File: src/rtl/btn_latch_array.sv
// N-channel push-button conditioner: synchroniser, debounce and rising-edge
// detect per channel, with sticky held latches and first-press index capture.
module btn_latch_array #(
  parameter int N               = 4,
  parameter int DEBOUNCE_CYCLES = 4,
  parameter bit ACTIVE_LOW      = 1'b0,
  localparam int IW             = (N > 1) ? $clog2(N) : 1
) (
  input  logic          clk,
  input  logic          rst_n,
  input  logic [N-1:0]  btn_in,
  input  logic [N-1:0]  clr,
  output logic [N-1:0]  db_state,
  output logic [N-1:0]  press,
  output logic [N-1:0]  held,
  output logic          any_held,
  output logic [IW-1:0] first_idx,
  output logic          first_valid
);

  localparam int CW = $clog2(DEBOUNCE_CYCLES + 1);
  localparam logic [CW-1:0] CNT_LAST = CW'(DEBOUNCE_CYCLES - 1);

  logic [N-1:0]  raw;
  logic [N-1:0]  s1_q, s2_q;
  logic [CW-1:0] cnt_q [N];
  logic [CW-1:0] cnt_d [N];
  logic [N-1:0]  db_q, db_d;
  logic [N-1:0]  press_q, press_d;
  logic [N-1:0]  held_q, held_d;
  logic [N-1:0]  rem;
  logic [IW-1:0] idx_q, idx_d;
  logic [IW-1:0] lowest_press;
  logic          valid_q, valid_d;

  assign raw = ACTIVE_LOW ? ~btn_in : btn_in;

  // ---- stage: two-flop synchroniser ----
  always_ff @(posedge clk or negedge rst_n) begin
    if (!rst_n) begin
      s1_q <= '0;
      s2_q <= '0;
    end else begin
      s1_q <= raw;
      s2_q <= s1_q;
    end
  end

  // ---- stage: debounce; any return to equality restarts the count ----
  always_comb begin
    db_d = db_q;
    for (int i = 0; i < N; i++) begin
      cnt_d[i] = '0;
      if (s2_q[i] != db_q[i]) begin
        if (cnt_q[i] == CNT_LAST) begin
          db_d[i] = s2_q[i];
        end else begin
          cnt_d[i] = cnt_q[i] + 1'b1;
        end
      end
    end
  end

  // Pulse is registered so it lines up with the db_state rising edge.
  always_comb begin
    press_d = db_d & ~db_q;
  end

  // ---- stage: held latches; a same-cycle press beats clear ----
  always_comb begin
    rem    = held_q & ~clr;
    held_d = rem | press_q;
  end

  always_comb begin
    lowest_press = '0;
    for (int i = N - 1; i >= 0; i--) begin
      if (press_q[i]) begin
        lowest_press = IW'(i);
      end
    end
  end

  // First index only updates when the latches are empty after clears.
  always_comb begin
    idx_d   = idx_q;
    valid_d = valid_q;
    if (rem == '0) begin
      if (press_q != '0) begin
        idx_d   = lowest_press;
        valid_d = 1'b1;
      end else begin
        valid_d = 1'b0;
      end
    end
  end

  always_ff @(posedge clk or negedge rst_n) begin
    if (!rst_n) begin
      for (int i = 0; i < N; i++) begin
        cnt_q[i] <= '0;
      end
      db_q    <= '0;
      press_q <= '0;
      held_q  <= '0;
      idx_q   <= '0;
      valid_q <= 1'b0;
    end else begin
      for (int i = 0; i < N; i++) begin
        cnt_q[i] <= cnt_d[i];
      end
      db_q    <= db_d;
      press_q <= press_d;
      held_q  <= held_d;
      idx_q   <= idx_d;
      valid_q <= valid_d;
    end
  end

  assign db_state    = db_q;
  assign press       = press_q;
  assign held        = held_q;
  assign any_held    = |held_q;
  assign first_idx   = idx_q;
  assign first_valid = valid_q;

endmodule

File: config.mk
export PLATFORM = sky130hd
export DESIGN_NAME = btn_latch_array
export DESIGN_NICKNAME = d
export VERILOG_FILES = /design/src/rtl/btn_latch_array.sv
export SDC_FILE = /design/constraint.sdc
export NUM_CORES = 1
export LEC_CHECK = 0
export ABC_AREA = 0
export BUFFER_PORTS_ARGS = -buffer_cell sky130_fd_sc_hd__buf_2
export CAP_MARGIN = 20
export CORE_ASPECT_RATIO = 2
export CORE_UTILIZATION = 50
export CTS_BUF_LIST = sky130_fd_sc_hd__clkbuf_4
export DETAILED_ROUTE_END_ITERATION = 8
export PLACE_DENSITY = 0.76
export SLEW_MARGIN = 20
export SYNTH_ARGS = -nofsm -noshare
export SYNTH_HDL_FRONTEND = slang
export SYNTH_SLANG_ARGS = --single-unit
File: constraint.sdc
create_clock -name clk -period 1.1 [get_ports clk]
set_input_delay 0.22 -clock clk [delete_from_list [all_inputs] [get_ports clk]]
set_output_delay 0.22 -clock clk [all_outputs]
set_load 0.005 [all_outputs]
==> results.ini, run 1 <==
[sta]
slew_viol_final=0
tightest_slew_ps=323
hold_viol_final=0
finalSetupViolCount=16
whs_ps=183
fin_skew_ps=7.92
period_share=1.44
fin_ws_ps=-489
min_period_ps=1590
fmax_ghz=0.629
rsz0062_at_grt=yes
timing.slew.headroom=0.783

[run_status]
outcome=finished with violations
violations=negative setup slack

[logic_synthesis]
synth_cells=88
ys_types=23
synth_fp_nets=102
synth_ff_type=dfrtp_1
synth_area_um2=1330
ys_ff_latch=35
synth-edff-count=0
ys_warn_count=0
avgSynthCellArea_um2=15.1
synth-async-reset-ratio=1.00
ys_seq_area_frac=0.659

[detailed_routing]
drc=0
ant_nets=0
drtIter0Drc=20
avgViaCountPerCell=5.12
dr.pass1.iters=4
routed_wl_um=2800
wl_per_cell_um=14.9
dr_total_vias=963

[place]
port_buffers=25
placed_area_um2=1610
place_hpwl_um=1580
dp_slack_ps=-124
gp_congestion=0.599

[layout]
multiInputGateArea_um2=582
area_delta_synth_final_pct=55.2
drive_above_1_share=0.656
diodes=0
nets=173
ff_latch_area_um2=880
stdcell_area_um2=2060
fillers=147

[power]
peakVddDrop_mv=1.42
leakage_nw=1.07
pwr_density_cell_nw_per_um2=1980

[die]
rows=26
start_util=0.524
core_um2=2540
die_area_um2=2880
die_width_um=38.5
ios=26
die_h_um=74.9

[clocking]
htreeDepth=2
cts_tree=done
clk_path_buf_depth=2
cts_root_buf=clkbuf_4
cts_made_buffers=5
clk_pin_slew_ps=90
clk_latency_ps=320
clock-sinks=35

[run]
max_cap_violations=0

[worst_hold_path]
min_path_type=in2reg
hold_path_depth=3

[worst_setup_path]
critPathKind=reg2out
crit_required_ps=880
cp_max_fo=2
crit_arrival_ps=1370
r2r_cells=6
critPathLaunchType=flop
endpoint_kind=output pin

[grt]
grt_antenna_before_repair=0
grt_pass1_wl_um=3980
grt-ovfl-total=0
grt_start_max_net_pins=36
grt_pass1_vias=933
grtUsageTotal=0.213

metrics by stage:
step / total power, mW / setup TNS [ps] / std cells / utilization
floorplan: 2.34 / -47.6 / 88 / -
global placement: 2.68 / -219 / 153 / 0.635
detailed placement: 2.75 / -434 / 153 / 0.635
CTS: 3.74 / -1290 / 179 / 0.749
global route: 4.38 / -2820 / 188 / 0.814
finish: 4.08 / -1680 / 188 / 0.814
registers in the layout, summed over array words and instances, names as in the netlist:
register     cells
s2_q             4
s1_q             4
held             4
db_state         4
first_idx        2
cnt_q           12
first_valid      1
press            4
repair_timing:
item | in CTS | in global routing
endpoints found under the hold margin | 39 | 0
pin swaps | 11 | 10
setup endpoints to repair | 24 | 33
cloned | 0 | 0
hold buffers | 5 | 0
resized for setup | 25 | 20
buffers inserted | 14 | 10
layout make-up:
| type | instances | share of cell area |
|---|---|---|
| clock inverters | 1 | 0.00242 |
| multi-input cells | 52 | 0.282 |
| flip-flops and latches | 35 | 0.426 |
| repair buffers | 64 | 0.244 |
| well taps | 28 | 0.0170 |
| inverters | 1 | 0.00303 |
| clock buffers | 7 | 0.0255 |
Yosys cell counts (2+ instances only):
library cell / n / area share
nor3b_1: 8 / 0.045
or2b_1: 2 / 0.011
and3b_1: 4 / 0.026
dfrtp_1: 35 / 0.66
mux2_2: 4 / 0.034
nand2b_4: 3 / 0.031
o21ai_0: 2 / 0.0075
nor3_1: 4 / 0.015
nand2_1: 2 / 0.0056
xnor2_1: 4 / 0.026
nor2_1: 3 / 0.0085
ha_1: 4 / 0.038
nor2b_2: 3 / 0.020
layer usage:
layer | vias to the layer above | GRT usage | wire, um
li1 | 449 | - | -
met1 | 475 | 0.189 | 968
met2 | 33 | 0.397 | 1640
met3 | 6 | 0.0619 | 115
met4 | 0 | 0.115 | 78
met5 | - | 0 | 0
final timing paths:
check	start	to	slack, ps
setup / recovery	held[2]	any_held	-490
hold / removal	clr[1]	held[1]	180
setup reg to reg	held[3]	first_idx[1]	-150
hold reg to reg	s1_q[3]	s2_q[3]	360
max in group asynchronous	rst_n	press[0]	540
min in group asynchronous	rst_n	cnt_q[4]	380
power breakdown:
part	internal (mW)	switching (mW)	leakage (nW)
Sequential	1.57	0.162	0.446
Combinational	1.03	0.644	0.593
Clock	0.298	0.382	0.0361
logic make-up after synthesis:
| group | count (synthesis) | share of synthesized area |
|---|---|---|
| muxes | 4 | 0.0339 |
| and+or+nand+nor | 35 | 0.211 |
| adders and majority gates | 4 | 0.0376 |
| xor gates and xnor gates | 4 | 0.0263 |
| buffers and inverters | 1 | 0.00282 |
| DFF | 35 | 0.659 |
| AOI/OAI and AO/OA | 5 | 0.0301 |
critical path, stage by stage, from the launching register on:
cell and delay [ps]:
dfrtp_1 400, or4_1 510, buf_2 140
cells in the final DEF (no fill, tap or decap), types with 2 or more instances in the layout:
cell type	netlist	routed
dfrtp_2	0	3
clkbuf_4	0	7
nor3b_1	8	3
nand2_1	2	2
mux2_4	0	3
buf_6	0	13
xnor2_2	0	3
buf_2	0	20
and3b_1	4	4
or2b_1	2	2
dlygate4sd3_1	0	5
nand2b_4	3	4
buf_4	0	25
ha_2	0	4
nor2b_4	0	3
dfrtp_1	35	32
nor3b_2	0	5
nor3_2	0	3
Power figures use the tool's default switching activity.
==> run 2, diff against run 1 <==
ABC_AREA = 1   (was 0)
CORE_MARGIN = 2   (was unset)
==> run 2 against run 1 <==
  * The run still ends with negative setup slack left
  * Largest cell class unchanged
  * Critical path depth rose by 1
  * Utilization fell by 11 points
  * Cell count rose by 3.7%
  * Sequential power barely moved
  * Largest power group unchanged
  * Total power fell by 8.3%
  * Maximum frequency rose by 28%
  * Design area fell by 14%
  * Non-clock buffer count fell by 23
==> results.ini, run 2 <==
[sta]
fin_ws_ps=-138
hold_viol_final=0
slew_viol_final=0
rsz0062_at_grt=yes
timing.slew.headroom=0.802
fin_skew_ps=16.4
finalSetupViolCount=2
period_share=1.13
whs_ps=152
tightest_slew_ps=294
fmax_ghz=0.808
min_period_ps=1240

[logic_synthesis]
synth_common_cells=dfrtp_1 (35), nand2_1 (25), inv_1 (16), nor3_1 (9), nor2_1 (6)
yosysMostFrequentCell=dfrtp_1
yosys-top-cells-area=dfrtp_1 (66%), nand2_1 (7.0%), inv_1 (4.5%), ha_1 (3.8%), nor3b_2 (3.8%)
ys_seq_area_frac=0.658
synth_area_um2=1330
synth-async-reset-ratio=1.00
avgSynthCellArea_um2=11.2
ys_types=15
synth_cells=119
ys_ff_latch=35
synth_fp_nets=133
netlist.area_leader.share=0.658
synth.largest_area_cell=dfrtp_1
synth-edff-count=0
ys_warn_count=0
synth_ff_type=dfrtp_1

[clocking]
clk_latency_ps=340
clk_pin_slew_ps=100
cts_made_buffers=5
htreeDepth=2
clock-sinks=35
cts_root_buf=clkbuf_4
cts_tree=done
clk_path_buf_depth=2

[grt]
grt-ovfl-total=0
grt_pass1_wl_um=4000
grtUsageTotal=0.189
grt_pass1_vias=985
grt_start_max_net_pins=36
grt_antenna_before_repair=0

[die]
start_util=0.525
die_h_um=77.0
die_width_um=40.5
core_um2=2540
ios=26
rows=26
die_area_um2=3120

[power]
pwr-share-comb=0.306
leakage_nw=0.996
pwr-share-clk=0.235
swShare=0.295
p_int_mw=2.64
p_seq_frac=0.459
power.switching_mw=1.11
pwr_density_cell_nw_per_um2=2100
peakVddDrop_mv=1.31

[place]
port_buffers=25
gp_congestion=0.649
post-place-cells=173
place_hpwl_um=1500
dp_slack_ps=85.4

[layout]
final_cell_mix=dfrtp_1 (35), buf_2 (24), nand2_1 (21)
largest_reg_flops=12
instances_no_fill=195
drive_above_1_share=0.371
fillers=192
diodes=0
layout_commonest_cell=dfrtp_1
top_register=cnt_q
nets=181
area_delta_synth_final_pct=33.6
postLayoutCoreUtil=0.701

[detailed_routing]
dr_total_vias=963
drtIter0Drc=19
drc=0
dr.pass1.iters=4
ant_nets=0
routed_wl_um=2270
wl_per_cell_um=11.6
avgViaCountPerCell=4.94

[worst_hold_path]
hold_start=clr[2]
min_path_type=in2reg
min_to=held[2]
hold_path_depth=4

[worst_setup_path]
r2r_cells=7
endpoint_kind=output pin
crit_required_ps=880
crit_start=held[2]
cp_max_fo=3
worstReg2RegStart=held[3]
critPathKind=reg2out
crit_arrival_ps=1020
critPathLaunchType=flop
r2r_slack_ps=30
reg2reg_to=first_idx[0]

[run]
max_cap_violations=0

[run_status]
violations=negative setup slack
outcome=finished with violations

[run 2: cell types whose count changed after synthesis, moves of 4 or more]
cell and delta:
nor3b_1 -8, mux2_2 -4, nor3_1 +5, nand2_1 +23, and3b_1 -4, inv_1 +15, nor3b_2 +4, nand2_2 +5
[run 2: cells by family (layout without fill, tap and decap cells)]
logic type      Yosys count  in the layout  synth area share
simple gates             54             54             0.211
flops                    35             35             0.658
buf+inv                  16             64            0.0451
compound gates            6              6            0.0225
fa+ha+maj                 4              4            0.0376
xor+xnor                  4              4            0.0263
[run 2: worst max path at each step]
stage	endpoint	slack [ps]	cells past startpoint
final	any_held	-140	3
after global routing	any_held	-250	3
after CTS	any_held	-160	3
after detailed placement	cnt_q[0]	90	3
after global placement	cnt_q[0]	140	3
after floorplan	first_idx[0]	180	6
[run 2: power groups by stage]
stage / clock, mW / combinational, mW / sequential [mW]
2_1_floorplan: 0 / 0.546 / 1.77
4_1_cts: 0.912 / 1.07 / 1.71
6_report: 0.881 / 1.15 / 1.72
3_3_place_gp: 0 / 0.815 / 1.76
5_1_grt: 0.979 / 1.31 / 1.76
3_5_place_dp: 0 / 0.869 / 1.79
[run 2: repair_timing]
action | in CTS | in global routing
gates resized for setup | 1 | 13
buffers inserted | 10 | 0
pin swaps | 0 | 6
hold buffers | 5 | 0
endpoints found under the hold margin | 39 | 0
setup endpoints to repair | 13 | 29
[run 2: metal layers]
metal | vias to the layer above | wire (um) | track usage | part of all wire
li1 | 468 | - | - | -
met1 | 462 | 811 | 0.203 | 0.36
met2 | 27 | 1250 | 0.305 | 0.55
met3 | 6 | 143 | 0.0607 | 0.063
met4 | 0 | 60 | 0.100 | 0.026
met5 | - | 0 | 0 | 0
[run 2: critical path: stages (launching register included)]
cell     delay, ps
dfrtp_1        400
nor2_1         110
nand2_1         50
buf_2          120
[run 2: cell type report]
class                           instances  area [um2]  area share
Clock buffer                            6        45.0      0.0253
Sequential cell                        35         876       0.492
Inverter                               16        60.1      0.0338
Timing Repair Buffer                   41         280       0.158
Tap cell                               28        35.0      0.0197
Multi-Input combinational cell         68         453       0.255
Clock inverter                          1        30.0      0.0169
[run 2: metrics by stage]
step	setup TNS, ps	instance area (um2)	total power [mW]
floorplan	0	1330	2.31
global placement	0	1510	2.58
detailed placement	0	1510	2.66
CTS	-283	1710	3.69
global route	-1080	1780	4.05
finish	-235	1780	3.74
==> run 3, diff against run 2 <==
==> constraint.sdc (replaced) <==
create_clock -name clk -period 1.1 [get_ports clk]
set_input_delay 0.275 -clock clk [delete_from_list [all_inputs] [get_ports clk]]
set_output_delay 0.275 -clock clk [all_outputs]
set_load 0.005 [all_outputs]
==> run 3 against run 2 <==
  * The run still ends with negative setup slack left
  * Combinational power down 9.6%
  * Wire length fell by 0.84%
  * Maximum frequency is 4.0% lower
  * Total power is 8.1% lower
  * Global-route usage down 1.3 points
  * First-iteration DRC count down 42%
  * Worst setup slack worse by 52 ps
  * Clock skew grew 0.88 ps
  * Critical endpoint unchanged
  * Largest cell class unchanged
  * Largest power group unchanged
  * Highest routed layer unchanged
==> results.ini, run 3 (synthesized netlist as in run 2, its figures left out) <==
[worst_setup_path]
worstReg2RegStart=held[1]
reg2reg_to=first_idx[1]
crit_required_ps=820
critPathKind=reg2out
critPathLaunchType=flop
endpoint_kind=output pin
r2r_cells=7
cp_slowest_cell=dfrtp_1
crit_arrival_ps=1010
critical_path.cell_chain=nor2_2 -> nand2_1 -> buf_2
cpPeakStageDelay_ps=400
crit_start=held[1]
cp_max_fo=2
r2r_slack_ps=10

[layout]
largest_reg_flops=12
area_delta_synth_final_pct=26.4
top_register=cnt_q
layout_commonest_cell=dfrtp_1
drive_above_1_share=0.370
stdcell_area_um2=1680
fillers=201
diodes=0
final_cell_mix=dfrtp_1 (35), buf_2 (24), nand2_1 (22)
nets=178

[grt]
grtUsageTotal=0.177
grt_start_max_net_pins=24
grt-ovfl-total=0
grt_antenna_before_repair=0
grt_pass1_wl_um=3620
grt_pass1_vias=922

[die]
die_h_um=77.0
die_area_um2=3120
core_um2=2540
die_width_um=40.5
ios=26
rows=26
start_util=0.525

[clocking]
cts_made_buffers=5
clk_latency_ps=340
cts_root_buf=clkbuf_4
cts_tree=done
clk_pin_slew_ps=110
htreeDepth=2
clock-sinks=35
clk_path_buf_depth=2

[detailed_routing]
routed_wl_um=2250
drc=0
drtIter0Drc=11
wl_per_cell_um=11.7
ant_nets=0
avgViaCountPerCell=4.81
dr_total_vias=929
dr.pass1.iters=4

[place]
gp_congestion=0.652
placed_area_um2=1510
dp_slack_ps=73.0
place_hpwl_um=1610
port_buffers=25

[run_status]
outcome=finished with violations
violations=negative setup slack

[power]
finalPower_mw=3.44
p_int_mw=2.36
pwr_density_cell_nw_per_um2=2040
pwr-share-clk=0.196
leakage_nw=0.940
p_seq_frac=0.502
swShare=0.315
power.switching_mw=1.09
pwr-share-comb=0.302
peakVddDrop_mv=1.21

[worst_hold_path]
hold_start=btn_in[2]
min_to=s1_q[2]
hold_path_depth=1
min_path_type=in2reg

[sta]
fin_skew_ps=17.3
fin_ws_ps=-189
hold_viol_final=0
fmax_ghz=0.776
rsz0062_at_grt=yes
timing.slew.headroom=0.789
min_period_ps=1290
tightest_slew_ps=314
period_share=1.17
finalSetupViolCount=16
slew_viol_final=0
whs_ps=40.2

[run]
max_cap_violations=0

run 3: area by class of cell:
class                   count  area, um2  share of cell area
clock buffers               6       45.0              0.0268
clock inverters             2       12.5             0.00743
inverters                  16       60.1              0.0357
multi-input cells          68        410               0.244
flip-flops and latches     35        876               0.520
well taps                  28       35.0              0.0208
repair buffers             38        244               0.145
run 3: power groups by stage:
stage	logic, mW	clock network (mW)	registers (mW)
global placement	0.814	0	1.76
finish	1.04	0.674	1.73
floorplan	0.546	0	1.77
CTS	1.02	0.704	1.73
detailed placement	0.880	0	1.79
global route	1.19	0.767	1.77
run 3: how the worst max path moves through the flow:
stage	endpoint	slack, ps
after global routing	any_held	-290
final	any_held	-190
after floorplan	first_idx[0]	180
after detailed placement	cnt_q[0]	70
after CTS	any_held	-210
after global placement	cnt_q[0]	140
run 3: through the flow:
step                utilization  std cells  setup TNS (ps)
floorplan                     -        119               0
global placement          0.596        173               0
detailed placement        0.596        173               0
CTS                       0.655        192           -1470
global route              0.663        193           -2270
finish                    0.663        193           -1220
run 3: worst max-delay path: cells and delay by family (launching register included):
kind                   cells  cell delay [ps]
AND/OR/NAND/NOR            2              150
buffers and inverters      1              120
flip-flops                 1              400
run 3: routing by layer:
| layer | global-route usage | part of all wire | vias to the layer above |
|---|---|---|---|
| li1 | - | - | 463 |
| met1 | 0.167 | 0.36 | 431 |
| met2 | 0.287 | 0.55 | 29 |
| met3 | 0.0694 | 0.064 | 6 |
| met4 | 0.110 | 0.029 | 0 |
| met5 | 0 | 0 | - |
run 3: repair_timing:
item,4_1_cts,5_1_grt
setup endpoints to repair,16,21
endpoints found under the hold margin,12,0
hold buffers,1,0
resized for setup,2,5
setup buffers,10,1
pin swaps,0,1
